## src/rtl/sound_pkg.sv

```systemverilog
// Shared definitions for the sound players: FSM state encoding and standard pacing dividers.
// Latency: n/a (package only).
// Backpressure: n/a (package only).
package sound_pkg;

    typedef enum logic [2:0] {
        ST_IDLE    = 3'd0,
        ST_FETCH   = 3'd1,
        ST_CAPTURE = 3'd2,
        ST_PUSH    = 3'd3,
        ST_WAIT    = 3'd4
    } state_t;

    // CLOCK_50 cycles per sample period for the two common playback rates
    localparam int RATE_DIV_8K  = 6250;
    localparam int RATE_DIV_16K = 3125;

    // Audio_Controller channel word width
    localparam int CHAN_W = 32;

endpackage

```

## src/rtl/sample_pacer.sv

```systemverilog
// Sample-period pacer: free-running 0..RATE_DIV-1 counter with a tick on the last count.
// Latency: tick is combinational from the counter; clear takes effect on the next edge.
// Backpressure: none; the counter runs while en=1 and sits at 0 otherwise.
module sample_pacer #(
    parameter int RATE_DIV = 6250,
    parameter int CNT_W    = 13
) (
    input  logic CLOCK_50,
    input  logic reset_n,
    input  logic clear,
    input  logic en,
    output logic tick
);

    localparam logic [CNT_W-1:0] LAST = CNT_W'(RATE_DIV - 1);

    logic [CNT_W-1:0] cnt;

    assign tick = en && (cnt == LAST);

    // Count while enabled, wrap on the last count; clear or disable parks it at 0
    always_ff @(posedge CLOCK_50 or negedge reset_n) begin
        if (!reset_n) begin
            cnt <= '0;
        end else if (clear || !en) begin
            cnt <= '0;
        end else if (cnt == LAST) begin
            cnt <= '0;
        end else begin
            cnt <= cnt + CNT_W'(1);
        end
    end

endmodule

```

## src/rtl/sound_sample_player.sv

```systemverilog
// Streams a clip of PCM samples from song RAM to the Audio_Controller, one sample per period.
// Latency: play to first write_audio_out is 3 cycles (FETCH, CAPTURE, PUSH) when allowed is high.
// Backpressure: waits in PUSH for audio_out_allowed; if the period expires first the sample is dropped and underrun is set.
// Optional feature: define SOUND_VOLUME_EN to add vol_shift (arithmetic attenuation applied at capture).
module sound_sample_player
    import sound_pkg::*;
#(
    parameter int SAMPLE_W = 14,
    parameter int ADDR_W   = 16,
    parameter int RATE_DIV = RATE_DIV_8K,
    parameter int CNT_W    = 13
) (
    input  logic                CLOCK_50,
    input  logic                reset_n,
    input  logic                play,
    input  logic                stop,
    input  logic                loop_en,
    input  logic [ADDR_W-1:0]   start_addr,
    input  logic [ADDR_W-1:0]   end_addr,
    output logic [ADDR_W-1:0]   ram_addr,
    input  logic [SAMPLE_W-1:0] ram_q,
    input  logic                audio_out_allowed,
`ifdef SOUND_VOLUME_EN
    input  logic [1:0]          vol_shift,
`endif
    output logic                write_audio_out,
    output logic [CHAN_W-1:0]   left_audio_out,
    output logic [CHAN_W-1:0]   right_audio_out,
    output logic                busy,
    output logic                done,
    output logic                underrun
);

    localparam int JUSTIFY = CHAN_W - SAMPLE_W;

    state_t              state;
    logic [ADDR_W-1:0]   addr_q;
    logic [ADDR_W-1:0]   start_q;
    logic [ADDR_W-1:0]   end_q;
    logic                loop_q;
    logic [SAMPLE_W-1:0] sample_q;
    logic [CHAN_W-1:0]   out_q;
    logic                done_q;
    logic                underrun_q;
    logic [SAMPLE_W-1:0] captured;
    logic [CHAN_W-1:0]   word;
    logic                push_fire;
    logic                tick;

`ifdef SOUND_VOLUME_EN
    logic [1:0] vol_q;
    assign captured = SAMPLE_W'($signed(ram_q) >>> vol_q);
`else
    assign captured = ram_q;
`endif

    // Sample left-justified into the channel word, low bits zero
    assign word = CHAN_W'(sample_q) << JUSTIFY;

    // A write happens only in the cycle the controller has room; an abort in the same cycle suppresses it
    assign push_fire = (state == ST_PUSH) && audio_out_allowed && !stop && !play;

    assign write_audio_out = push_fire;
    assign left_audio_out  = push_fire ? word : out_q;
    assign right_audio_out = left_audio_out;
    assign ram_addr        = addr_q;
    assign busy            = (state != ST_IDLE);
    assign done            = done_q;
    assign underrun        = underrun_q;

    sample_pacer #(
        .RATE_DIV (RATE_DIV),
        .CNT_W    (CNT_W)
    ) u_pacer (
        .CLOCK_50 (CLOCK_50),
        .reset_n  (reset_n),
        .clear    (play || stop),
        .en       (busy),
        .tick     (tick)
    );

    // Playback FSM: stop beats play beats period tick; the tick advances the address from PUSH or WAIT
    always_ff @(posedge CLOCK_50 or negedge reset_n) begin
        if (!reset_n) begin
            state      <= ST_IDLE;
            addr_q     <= '0;
            start_q    <= '0;
            end_q      <= '0;
            loop_q     <= 1'b0;
            sample_q   <= '0;
            out_q      <= '0;
            done_q     <= 1'b0;
            underrun_q <= 1'b0;
`ifdef SOUND_VOLUME_EN
            vol_q      <= 2'd0;
`endif
        end else begin
            done_q <= 1'b0;
            if (stop) begin
                state  <= ST_IDLE;
                addr_q <= '0;
                out_q  <= '0;
            end else if (play) begin
                state      <= ST_FETCH;
                addr_q     <= start_addr;
                start_q    <= start_addr;
                end_q      <= end_addr;
                loop_q     <= loop_en;
                underrun_q <= 1'b0;
`ifdef SOUND_VOLUME_EN
                vol_q      <= vol_shift;
`endif
            end else begin
                case (state)
                    ST_FETCH: begin
                        state <= ST_CAPTURE;
                    end
                    ST_CAPTURE: begin
                        sample_q <= captured;
                        state    <= ST_PUSH;
                    end
                    ST_PUSH, ST_WAIT: begin
                        if (push_fire) begin
                            out_q <= word;
                        end
                        if (tick) begin
                            if ((state == ST_PUSH) && !push_fire) begin
                                underrun_q <= 1'b1;
                            end
                            if (addr_q == end_q) begin
                                if (loop_q) begin
                                    addr_q <= start_q;
                                    state  <= ST_FETCH;
                                end else begin
                                    addr_q <= '0;
                                    out_q  <= '0;
                                    done_q <= 1'b1;
                                    state  <= ST_IDLE;
                                end
                            end else begin
                                addr_q <= addr_q + ADDR_W'(1);
                                state  <= ST_FETCH;
                            end
                        end else if (push_fire) begin
                            state <= ST_WAIT;
                        end
                    end
                    default: begin
                        state <= ST_IDLE;
                    end
                endcase
            end
        end
    end

endmodule
```

## config.mk

```make
export PLATFORM = sky130hd
export DESIGN_NAME = sound_sample_player
export DESIGN_NICKNAME = d
export VERILOG_FILES = /design/src/rtl/sound_pkg.sv /design/src/rtl/sample_pacer.sv /design/src/rtl/sound_sample_player.sv
export SDC_FILE = /design/constraint.sdc
export NUM_CORES = 1
export LEC_CHECK = 0
export ABC_AREA = 1
export BUFFER_PORTS_ARGS = -buffer_cell sky130_fd_sc_hd__buf_2
export CORE_ASPECT_RATIO = 1.1
export CORE_UTILIZATION = 46
export CTS_CLUSTER_SIZE = 30
export DETAILED_ROUTE_END_ITERATION = 12
export MAX_ROUTING_LAYER = met4
export PLACE_DENSITY = 0.72
export SETUP_SLACK_MARGIN = 0.05
export SYNTH_ARGS = -nofsm -noshare
export SYNTH_HDL_FRONTEND = slang
export SYNTH_SLANG_ARGS = --single-unit
```

## constraint.sdc

```tcl
create_clock -name CLOCK_50 -period 1.45 [get_ports CLOCK_50]
set_input_delay 0.145 -clock CLOCK_50 [delete_from_list [all_inputs] [get_ports CLOCK_50]]
set_output_delay 0.145 -clock CLOCK_50 [all_outputs]
set_load 0.01 [all_outputs]
```

==> key figures, run 1 <==
Finish
  • Commonest non-fill, non-tap cell in the layout: nand2_1
  • Area grow syn2layout: 81.8%
  • Share of cells above drive strength 1: 55.4%
  • Final Cell Area: 11400 sq um
  • Commonest non-fill, non-tap cells in the layout: nand2_1, buf_4, dfrtp_1
  • # nets final: 1210

Logic synthesis
  • Yosys cell types: 35
  • Post-synth EDFFs: 0
  • Seq/Total Area, Yosys: 45.1%
  • Post-synthesis cell count: 834
  • Ys async rst share: 100%
  • Syn. warnings: 0
  • Syn_area_per_cell: 7.51 sq um
  • Synth Net Count: 889
  • FF+latch count, synth: 113
  • Dominant synthesized flop cell: dfrtp_1
  • Syn Std Cell Area: 6260 sq um

Pwr
  • Net Sw Power: 3180 uW
  • Logic pwr share: 20.4%
  • Pwr per Cell Area: 880 nW/um^2
  • Int Power: 6840 uW
  • Clock network power share: 43.0%
  • Fraction of power spent switching nets: 31.7%
  • Reg power frac: 36.6%
  • Peak VDD IR: 0.000875 V
  • Pleak: 0.00557 uW

Clock tree
  • Clock slew at reported path FFs: 0.06 ns
  • CTS buffer count: 17
  • CTS root buffer: clkbuf_16
  • Clock buffer depth: 2
  • # H-tree levels: 4
  • # clock sinks: 113
  • Clk_lat worst skew: 0.45 ns
  • CTS tree: yes

Drt
  • DRT Pass-1 Iters: 6
  • Vias per std cell: 6.12
  • Initial DRC count: 1069
  • Drt drc: 0
  • Post-route ant nets: 0
  • Vias post-DR: 8285
  • Per-cell routed wire length: 24.6 um
  • Post-Route WL: 33.3 mm

Placed design
  • Dpl cell area: 7720 sq um
  • Pre-CTS setup slack: -0.243 ns
  • Placed wire-length estimate: 10.8 mm
  • Placer Congestion: 0.880
  • Port bufs: 135

STA
  • Final WS setup: -0.595 ns
  • Worst Tran Pin Value: 0.384 ns
  • Worst-case clock skew: 0.0221 ns
  • RSZ-0062 raised after global routing: yes
  • Hold slack final: -0.000595 ns
  • Peak Freq: 489 MHz
  • Final setup vio count: 147
  • Fin. max-slew vios: 0
  • Final hold viol count: 1
  • Max-slew headroom: 74.4%
  • Fin crit period: 2.04 ns
  • Final period util: 141%

Worst setup path
  • Setup crit end kind: primary output
  • Worst path buffer plus inverter count: 3
  • Startpoint Class: register
  • CP Class: register to primary output
  • Critical path fanouts, max: 9
  • Reg-to-Reg End: out_q[17]
  • FF-to-FF path depth: 12
  • Crit path max-delay cell type: dfrtp_2
  • Crit-path max cell delay: 0.43 ns
  • CP required: 1.31 ns
  • CP delay by family, top: simple AND/OR/NAND/NOR gates
  • Critical path, cell by cell: nor2_4 > nand3_4 > inv_8 > buf_12 > nand2_1 > nand2_2 > buf_4
  • Arr. time, crit path: 1.90 ns
  • Critical R2R Launch: ram_addr[10]
  • Worst R2R Setup Slack: -0.59 ns

Outcome
  • Failing checks: hold timing, setup timing
  • Status: finished, violations left

Hold path
  • Hold wc startpoint: play
  • Depth of the worst hold-timing path: 3
  • Worst hold endpoint: underrun
  • Hold Crit Class: input port to register

Global routing
  • Vias in the first global route: 7441
  • Initial antenna violation count: 1
  • Pin count of the biggest net entering global routing: 58
  • Grt ovf: 0
  • Total GRT Usage: 36.3%
  • First-pass GRT wire length: 38.4 mm

Floorplanning
  • I/O pins: 136
  • Die width: 113 um
  • Core outline area: 13300 sq um
  • Chip Height: 124 um
  • Die area: 14100 sq um
  • Initial Util: 47.2%
  • Site Rows: 44

Flow run
  • Max_cap viols: 0
[area by class of cell]
type | count | area, sq um
multi-input cells | 575 | 3990
repair buffers | 366 | 3440
flip-flops and latches | 113 | 2830
fillers | 556 | 1880
clock buffers | 19 | 433
inverters | 82 | 325
well taps | 184 | 230
clock inverters | 13 | 139
diodes | 1 | 2.50
[registers in the layout (all words and copies together) (netlist names), 3 cells and up]
register and flops:
u_pacer.cnt 13, start_q 16, ram_addr 16, sample_q 14, end_q 16, state 3, out_q 32
[how the worst max path moves through the flow]
| stage | from | end | slack, ns | depth (start not counted) |
|---|---|---|---|---|
| 2_1_floorplan | ram_addr[2] | out_q[19] | -0.19 | 12 |
| 3_5_place_dp | ram_addr[1] | state[0] | -0.24 | 11 |
| 6_report | state[2] | left_audio_out[18] | -0.59 | 7 |
| 5_1_grt | ram_addr[10] | ram_addr[13] | -0.69 | 12 |
| 4_1_cts | state[1] | left_audio_out[22] | -0.36 | 8 |
| 3_3_place_gp | ram_addr[1] | ram_addr[8] | -0.24 | 8 |
[power groups by stage]
stage / clock, uW / sequential [uW] / combinational (uW)
2_1_floorplan: 0 / 3640 / 623
3_3_place_gp: 0 / 3630 / 1210
3_5_place_dp: 0 / 3630 / 1220
4_1_cts: 4080 / 3580 / 1620
5_1_grt: 4400 / 3670 / 2140
6_report: 4310 / 3660 / 2040
[worst register-to-register path: cells and delay by family (launching register included)]
family | cells | cell delay, ns
flip-flops | 1 | 0.47
AND/OR/NAND/NOR | 10 | 1.19
buffers and inverters | 2 | 0.25
[per-layer routing]
metal / global-route usage [%] / share of wire (%)
met5: - / 0
met4: 19.7 / 10
met3: 8.37 / 11
met2: 58.8 / 47
met1: 41.7 / 32
[through the flow]
| step | TNS, ns | utilization (%) | total power, uW | std cells | hold WS [ns] |
|---|---|---|---|---|---|
| after detailed placement | -9.35 | 58.2 | 4850 | 1185 | 0.0671 |
| after global placement | -8.21 | 58.2 | 4830 | 1185 | 0.0677 |
| after CTS | -32.87 | 78.1 | 9280 | 1321 | 0.000179 |
| after floorplan | -6.81 | - | 4260 | 834 | -0.151 |
| final | -54.05 | 85.9 | 10000 | 1353 | -0.000595 |
| after global routing | -61.74 | 85.9 | 10200 | 1353 | 0.00689 |
[Yosys cell counts, types with 11 or more instances]
cell type	number	area, sq um
nand2_1	297	1110
dfrtp_1	113	2830
nor2_1	73	274
nand3_1	71	355
inv_1	64	240
buf_4	32	240
a21oi_1	20	100
o21ai_0	20	100
inv_2	18	67.6
clkbuf_1	16	60.1
mux2_2	14	158
xor2_1	12	105
nand3_2	11	110
[cells by family after synthesis]
family | synth area share (%)
compound gates | 5.77
fa+ha+maj | 0.599
buf+inv | 11.2
xor+xnor | 1.82
simple gates | 32.9
mux | 2.52
flops | 45.1
[timing repair]
| item | CTS | global route |
|---|---|---|
| endpoints found under the hold margin | 99 | 0 |
| gates cloned | 11 | 1 |
| resized for setup | 247 | 186 |
| setup buffers | 53 | 42 |
| pin swaps | 56 | 52 |
| setup endpoints to repair | 123 | 149 |
| hold buffers | 44 | 0 |
No activity file was read; power rests on OpenSTA's default activity.
==> run 2, diff against run 1 <==
==> constraint.sdc (replaced) <==
create_clock -name CLOCK_50 -period 1.45 [get_ports CLOCK_50]
set_input_delay 0.145 -clock CLOCK_50 [delete_from_list [all_inputs] [get_ports CLOCK_50]]
set_output_delay 0.145 -clock CLOCK_50 [all_outputs]
set_load 0.05 [all_outputs]
==> run 2 against run 1 <==
The run ends with setup timing left; global-route usage increased by 0.98 points; design area increased by 6.6%; critical path depth increased by 2; clock skew decreased by 0.0088 ns; first-iteration DRC count increased by 13%; worst setup slack got worse by 0.12 ns; non-clock buffer count increased by 19; worst hold slack improved by 0.055 ns; critical path type is now register to register; critical endpoint is now out_q[1]; largest cell class unchanged.
==> key figures, run 2 (synthesized netlist as in run 1, its figures left out) <==
Outcome
  • Status: finished, violations left
  • Failing checks: setup timing

Worst setup path
  • CP required: 1.82 ns (+0.51 ns)
  • CP Class: register to register
  • Critical path fanouts, max: 16 (+7)
  • Startpoint Class: register
  • Worst R2R Setup Slack: -0.71 ns (-0.12 ns)
  • Critical R2R Launch: state[1]
  • Arr. time, crit path: 2.53 ns (+0.63 ns)
  • Reg-to-Reg End: out_q[1]
  • Setup crit end kind: register
  • FF-to-FF path depth: 9 (-3)
  • CP Launch Point: state[1]

Finish
  • Commonest non-fill, non-tap cells in the layout: nand2_1, buf_4, dfrtp_1
  • Largest reg by FF count: out_q
  • Final Cell Area: 12100 sq um (+6.6%)
  • # nets final: 1229 (+1.6%)
  • Share of cells above drive strength 1: 57.2% (+1.8 points)
  • Max FFs per register: 32 (unchanged)
  • Fin cells: 1373 (+1.5%)
  • Area grow syn2layout: 93.8%
  • Commonest non-fill, non-tap cell in the layout: nand2_1

STA
  • Final period util: 149% (+8.1 points)
  • Hold slack final: 0.0545 ns (+0.0551 ns)
  • Worst Tran Pin Value: 0.646 ns (+0.262 ns)
  • RSZ-0062 raised after global routing: yes
  • Fin Setup TNS: -66.10 ns (-12.06 ns)
  • Max-slew headroom: 57.0% (-17 points)
  • Worst-case clock skew: 0.0133 ns (-0.00877 ns)
  • Peak Freq: 462 MHz (-5.5%)
  • Final setup vio count: 146 (-0.68%)
  • Fin crit period: 2.16 ns (+0.118 ns)
  • Final WS setup: -0.713 ns (-0.118 ns)
  • Final hold viol count: 0 (-1)
  • Fin. max-slew vios: 0 (unchanged)

Pwr
  • Power consumption: 10500 uW (+5.3%)
  • Peak VDD IR: 0.000964 V (+10%)
  • Pleak: 0.00569 uW (+2.1%)
  • Pwr per Cell Area: 869 nW/um^2 (-1.2%)

Floorplanning
  • Chip Height: 124 um (unchanged)
  • Initial Util: 47.2% (unchanged)
  • Die width: 113 um (unchanged)
  • Site Rows: 44 (unchanged)
  • I/O pins: 136 (unchanged)
  • Core outline area: 13300 sq um (unchanged)
  • Die area: 14100 sq um (unchanged)

Clock tree
  • CTS root buffer: clkbuf_16
  • # clock sinks: 113 (unchanged)
  • # H-tree levels: 4 (unchanged)
  • CTS buffer count: 17 (unchanged)
  • CTS tree: yes
  • Clock slew at reported path FFs: 0.06 ns (about the same)
  • Clock buffer depth: 2 (unchanged)
  • Clk_lat worst skew: 0.45 ns (about the same)

Global routing
  • First-pass GRT wire length: 39.2 mm (+2.2%)
  • Pin count of the biggest net entering global routing: 72 (+24%)
  • Vias in the first global route: 7529 (+1.2%)
  • Met1 Usage GRT: 39.4% (-2.3 points)
  • GR Util met3: 7.35% (-1.0 points)
  • Total GRT Usage: 37.3% (+0.98 points)
  • Initial antenna violation count: 2 (+1)
  • Grt ovf: 0 (unchanged)
  • GR peak layer: met2
  • Met2 Usage GRT: 64.1% (+5.3 points)

Hold path
  • Hold Crit Class: input port to register
  • Worst hold endpoint: underrun
  • Depth of the worst hold-timing path: 3 (unchanged)
  • Hold wc startpoint: play

Drt
  • Vias post-DR: 8814 (+6.4%)
  • DRT Pass-1 Iters: 9 (+3)
  • Vias per std cell: 6.42 (+4.8%)
  • Initial DRC count: 1209 (+13%)
  • Post-route ant nets: 0 (unchanged)
  • Post-Route WL: 37.4 mm (+12%)
  • Per-cell routed wire length: 27.3 um (+11%)
  • Drt drc: 0 (unchanged)

Placed design
  • Port bufs: 135 (unchanged)
  • Dpl cell area: 8540 sq um (+11%)
  • Placer Congestion: 0.923 (+4.9%)
  • Dpl cells: 1221 (+3.0%)
  • Placed wire-length estimate: 11.7 mm (+7.8%)

Flow run
  • Max_cap viols: 0 (unchanged)
==> run 2: cell types whose count changed in the layout (fill, tap and decap cells not counted), sizes merged <==
cell         previous run  this run
bufinv                  2         3
clkbuf                 20        26
clkinvlp                5         2
diode                   1         2
clkinv                  5         6
buf                   321       333
inv                    83        82
dlygate4sd3            44        47
==> run 2: worst max-delay path by stage <==
stage / to / slack (ns) / depth (start not counted)
finish: out_q[1] / -0.71 / 9
global route: out_q[1] / -0.78 / 9
CTS: left_audio_out[2] / -0.42 / 8
detailed placement: ram_addr[9] / -0.17 / 9
global placement: state[0] / -0.18 / 11
floorplan: out_q[6] / -0.34 / 13
==> run 2: power by group <==
group | total, uW | leakage (uW) | internal, uW | switching [uW]
sequential | 3810 | 0.00146 | 3420 | 386
clock | 4520 | 0.000298 | 2820 | 1700
combinational | 2220 | 0.00393 | 896 | 1320
total | 10500 | 0.00569 | 7130 | 3410
==> run 2: area by class of cell <==
cell class | count | area (sq um)
multi-input cells | 575 | 4310
repair buffers | 385 | 3810
flip-flops and latches | 113 | 2850
fillers | 376 | 1130
clock buffers | 21 | 470
inverters | 82 | 335
well taps | 184 | 230
clock inverters | 11 | 135
diodes | 2 | 5.00
==> run 2: what timing repair did <==
item | 4_1_cts | 5_1_grt
buffers inserted | 28 | 38
pin swaps | 57 | 66
gates cloned | 8 | 5
endpoints found under the hold margin | 159 | 0
gates resized for setup | 267 | 230
endpoints found under the setup margin | 143 | 148
hold buffers | 47 | 0
==> run 2: metal layers <==
metal | vias up | wire, um
met2 | 997 | 16700
met1 | 4083 | 11400
met3 | 446 | 5200
li1 | 3288 | -
met4 | 0 | 4090
met5 | - | 0
==> run 2: per-stage QoR <==
stage          utilization (%)  worst slack [ns]
4_1_cts                   82.4            -0.423
3_5_place_dp              64.4            -0.173
5_1_grt                   91.5            -0.781
2_1_floorplan                -            -0.344
6_report                  91.5            -0.713
3_3_place_gp              64.4            -0.183
==> run 2: worst max-delay path, stage by stage (launching register included) <==
cell and delay (ns):
dfrtp_1 0.41, buf_6 0.15, nand2_1 0.11, inv_1 0.11, o21ai_4 0.19, inv_2 0.11, o21ai_4 0.39, clkbuf_16 0.29
nand2_1 0.18, nand2_1 0.15
==> run 3, diff against run 2 <==
Settings changed: PLACE_DENSITY 0.72 to 0.69, SLEW_MARGIN set to 20.
Clock period 1.45 ns to 2.4 ns, I/O delays scaled along.
==> run 3 against run 2 <==
The flow now finishes without violations; count of clock-buffer cells in the layout down 4; design area down 38%; wire length down 60%; register-to-register slack better by 1.2 ns; combinational power down 70%; sequential share of layout area up 14 points.
==> key figures, run 3 (synthesized netlist as in run 1, its figures left out) <==
Outcome
  • Status: completed

Floorplanning
  • Die width: 113 um (unchanged)
  • Core outline area: 13300 sq um (unchanged)
  • Die area: 14100 sq um (unchanged)
  • Chip Height: 124 um (unchanged)
  • Site Rows: 44 (unchanged)
  • Initial Util: 47.2% (unchanged)
  • I/O pins: 136 (unchanged)

Clock tree
  • Post-CTS Setup Bufs: 0 (-100%)
  • # clock sinks: 113 (unchanged)
  • Clk_lat worst skew: 0.42 ns (-0.03 ns)
  • CTS buffer count: 17 (unchanged)
  • CTS tree: yes
  • Clock buffer depth: 2 (unchanged)
  • # H-tree levels: 4 (unchanged)
  • CTS root buffer: clkbuf_16
  • Clock slew at reported path FFs: 0.06 ns (about the same)

Worst setup path
  • CP delay by family, top: simple AND/OR/NAND/NOR gates
  • Critical path fanouts, max: 33 (+17)
  • Worst path buffer plus inverter count: 3 (-1)
  • Last element of the critical path: right_audio_out[19]
  • Critical R2R Launch: ram_addr[7]
  • CP required: 2.16 ns (+0.34 ns)
  • FF-to-FF path depth: 12 (+3)
  • Crit path max-delay cell type: dfrtp_1
  • Critical path, cell by cell: inv_1 > nor2_1 > nand3_2 > inv_8 > nand2_1 > nand2_1 > buf_2
  • Worst R2R Setup Slack: 0.50 ns (+1.21 ns)
  • Most frequent CP cell: nand2_1
  • Reg-to-Reg End: out_q[30]
  • Worst path depth: 7 (-2)
  • Setup crit end kind: primary output
  • Arr. time, crit path: 1.96 ns (-0.57 ns)
  • Startpoint Class: register
  • CP Launch Point: state[1]
  • CP Class: register to primary output
  • Crit-path max cell delay: 0.40 ns (about the same)

Finish
  • # nets final: 997 (-19%)
  • Share of cells above drive strength 1: 25.0% (-32 points)
  • Area grow syn2layout: 20.3%
  • Largest reg by FF count: out_q
  • Max FFs per register: 32 (unchanged)
  • Fin util: 56.8% (-35 points)
  • Fillers: 1241 (+230%)
  • Antenna Diode Count: 0 (-2)
  • Commonest non-fill, non-tap cell in the layout: nand2_1
  • Commonest non-fill, non-tap cells in the layout: nand2_1, buf_2, dfrtp_1

Placed design
  • Placed wire-length estimate: 10.1 mm (-13%)
  • Port bufs: 135 (unchanged)
  • Placer Congestion: 0.881 (-4.6%)

STA
  • Final setup vio count: 0 (-100%)
  • RSZ-0062 raised after global routing: yes
  • Fin crit period: 2.20 ns
  • Worst-case clock skew: 0.00897 ns (-0.00438 ns)
  • Max-slew headroom: 72.0% (+15 points)
  • Final hold viol count: 0 (unchanged)
  • Hold slack final: 0.0305 ns (-0.0240 ns)
  • Peak Freq: 454 MHz
  • Fin Setup TNS: 0 ns (+66.10 ns)
  • Final period util: 91.8%
  • Worst Tran Pin Value: 0.420 ns (-0.226 ns)
  • Fin. max-slew vios: 0 (unchanged)

Drt
  • Vias post-DR: 5550 (-37%)
  • Post-route ant nets: 0 (unchanged)
  • DRT Pass-1 Iters: 5 (-4)
  • Initial DRC count: 380 (-69%)
  • Drt drc: 0 (unchanged)
  • Per-cell routed wire length: 13.0 um (-52%)
  • Vias per std cell: 4.87 (-24%)
  • Post-Route WL: 14.8 mm (-60%)

Hold path
  • Hold wc startpoint: end_addr[6]
  • Hold Crit Class: input port to register

Global routing
  • Pin count of the biggest net entering global routing: 65 (-9.7%)
  • Total GRT Usage: 23.4% (-14 points)
  • First-pass GRT wire length: 25.4 mm (-35%)
  • Initial antenna violation count: 0 (-2)
  • Grt ovf: 0 (unchanged)
  • Vias in the first global route: 5294 (-30%)

Pwr
  • Peak VDD IR: 0.000470 V (-51%)
  • Pwr per Cell Area: 703 nW/um^2 (-19%)
  • Pleak: 0.00412 uW (-28%)

Flow run
  • Max_cap viols: 0 (unchanged)
==> run 3: cell types whose count changed in the layout (fill, tap and decap cells not counted), sizes merged <==
cell / delta
buf: -182
clkinv: -3
diode: -2
bufinv: -2
clkinvlp: +1
dlygate4sd3: -46
clkbuf: -8
inv: +8
==> run 3: timing repair <==
item                       in CTS  in global routing
resized for setup               1                  3
setup endpoints to repair      34                 28
hold buffers                    1                  0
hold endpoints to repair       28                  0
==> run 3: cell type report <==
class / instances / area (sq um) / share of cell area, %
inverters: 82 / 315 / 4.18
flip-flops and latches: 113 / 2830 / 37.5
clock inverters: 15 / 145 / 1.93
repair buffers: 153 / 843 / 11.2
clock buffers: 17 / 425 / 5.65
well taps: 184 / 230 / 3.06
multi-input cells: 575 / 2750 / 36.5
==> run 3: worst min-delay path by stage <==
stage | to | slack (ns) | cells after the start
finish | end_q[6] | 0.03 | 3
global route | end_q[15] | 0.03 | 3
CTS | end_q[15] | 0.02 | 3
detailed placement | end_q[8] | 0.20 | 1
global placement | end_q[8] | 0.21 | 1
floorplan | done | -0.06 | 0
==> run 3: worst register-to-register path, cell delays in order, from the launching register on <==
cell	delay, ns
dfrtp_1	0.49
inv_2	0.04
nand2_1	0.05
nand2_1	0.05
nor2_1	0.15
nand2_2	0.12
nor2_8	0.19
nand2_4	0.07
nor2_2	0.09
nand2_2	0.05
buf_4	0.27
nand3_1	0.15
nand2_1	0.06
==> run 3: metrics by stage <==
| step | instance area [sq um] | power (uW) | setup WS [ns] | std cells |
|---|---|---|---|---|
| after floorplan | 6260 | 2660 | 0.0948 | 834 |
| after global placement | 6940 | 2900 | 0.397 | 1106 |
| after detailed placement | 6940 | 2900 | 0.314 | 1106 |
| after CTS | 7530 | 5360 | 0.0993 | 1139 |
| after global routing | 7530 | 5540 | 0.0424 | 1139 |
| final | 7530 | 5300 | 0.197 | 1139 |
==> run 3: metal layers <==
| layer | track usage, % | vias to the layer above | part of all wire (%) |
|---|---|---|---|
| met3 | 4.82 | 16 | 3.5 |
| met2 | 37.2 | 117 | 48 |
| met5 | - | - | 0 |
| met1 | 30.1 | 2609 | 47 |
| li1 | - | 2808 | - |
| met4 | 7.20 | 0 | 1.2 |
==> run 3: power breakdown <==
group	total (uW)	switching [uW]	leakage, uW	internal [uW]
Sequential	2200	135	0.00148	2060
Clock	2430	980	0.000272	1450
Combinational	676	438	0.00237	239
Total	5300	1550	0.00412	3750
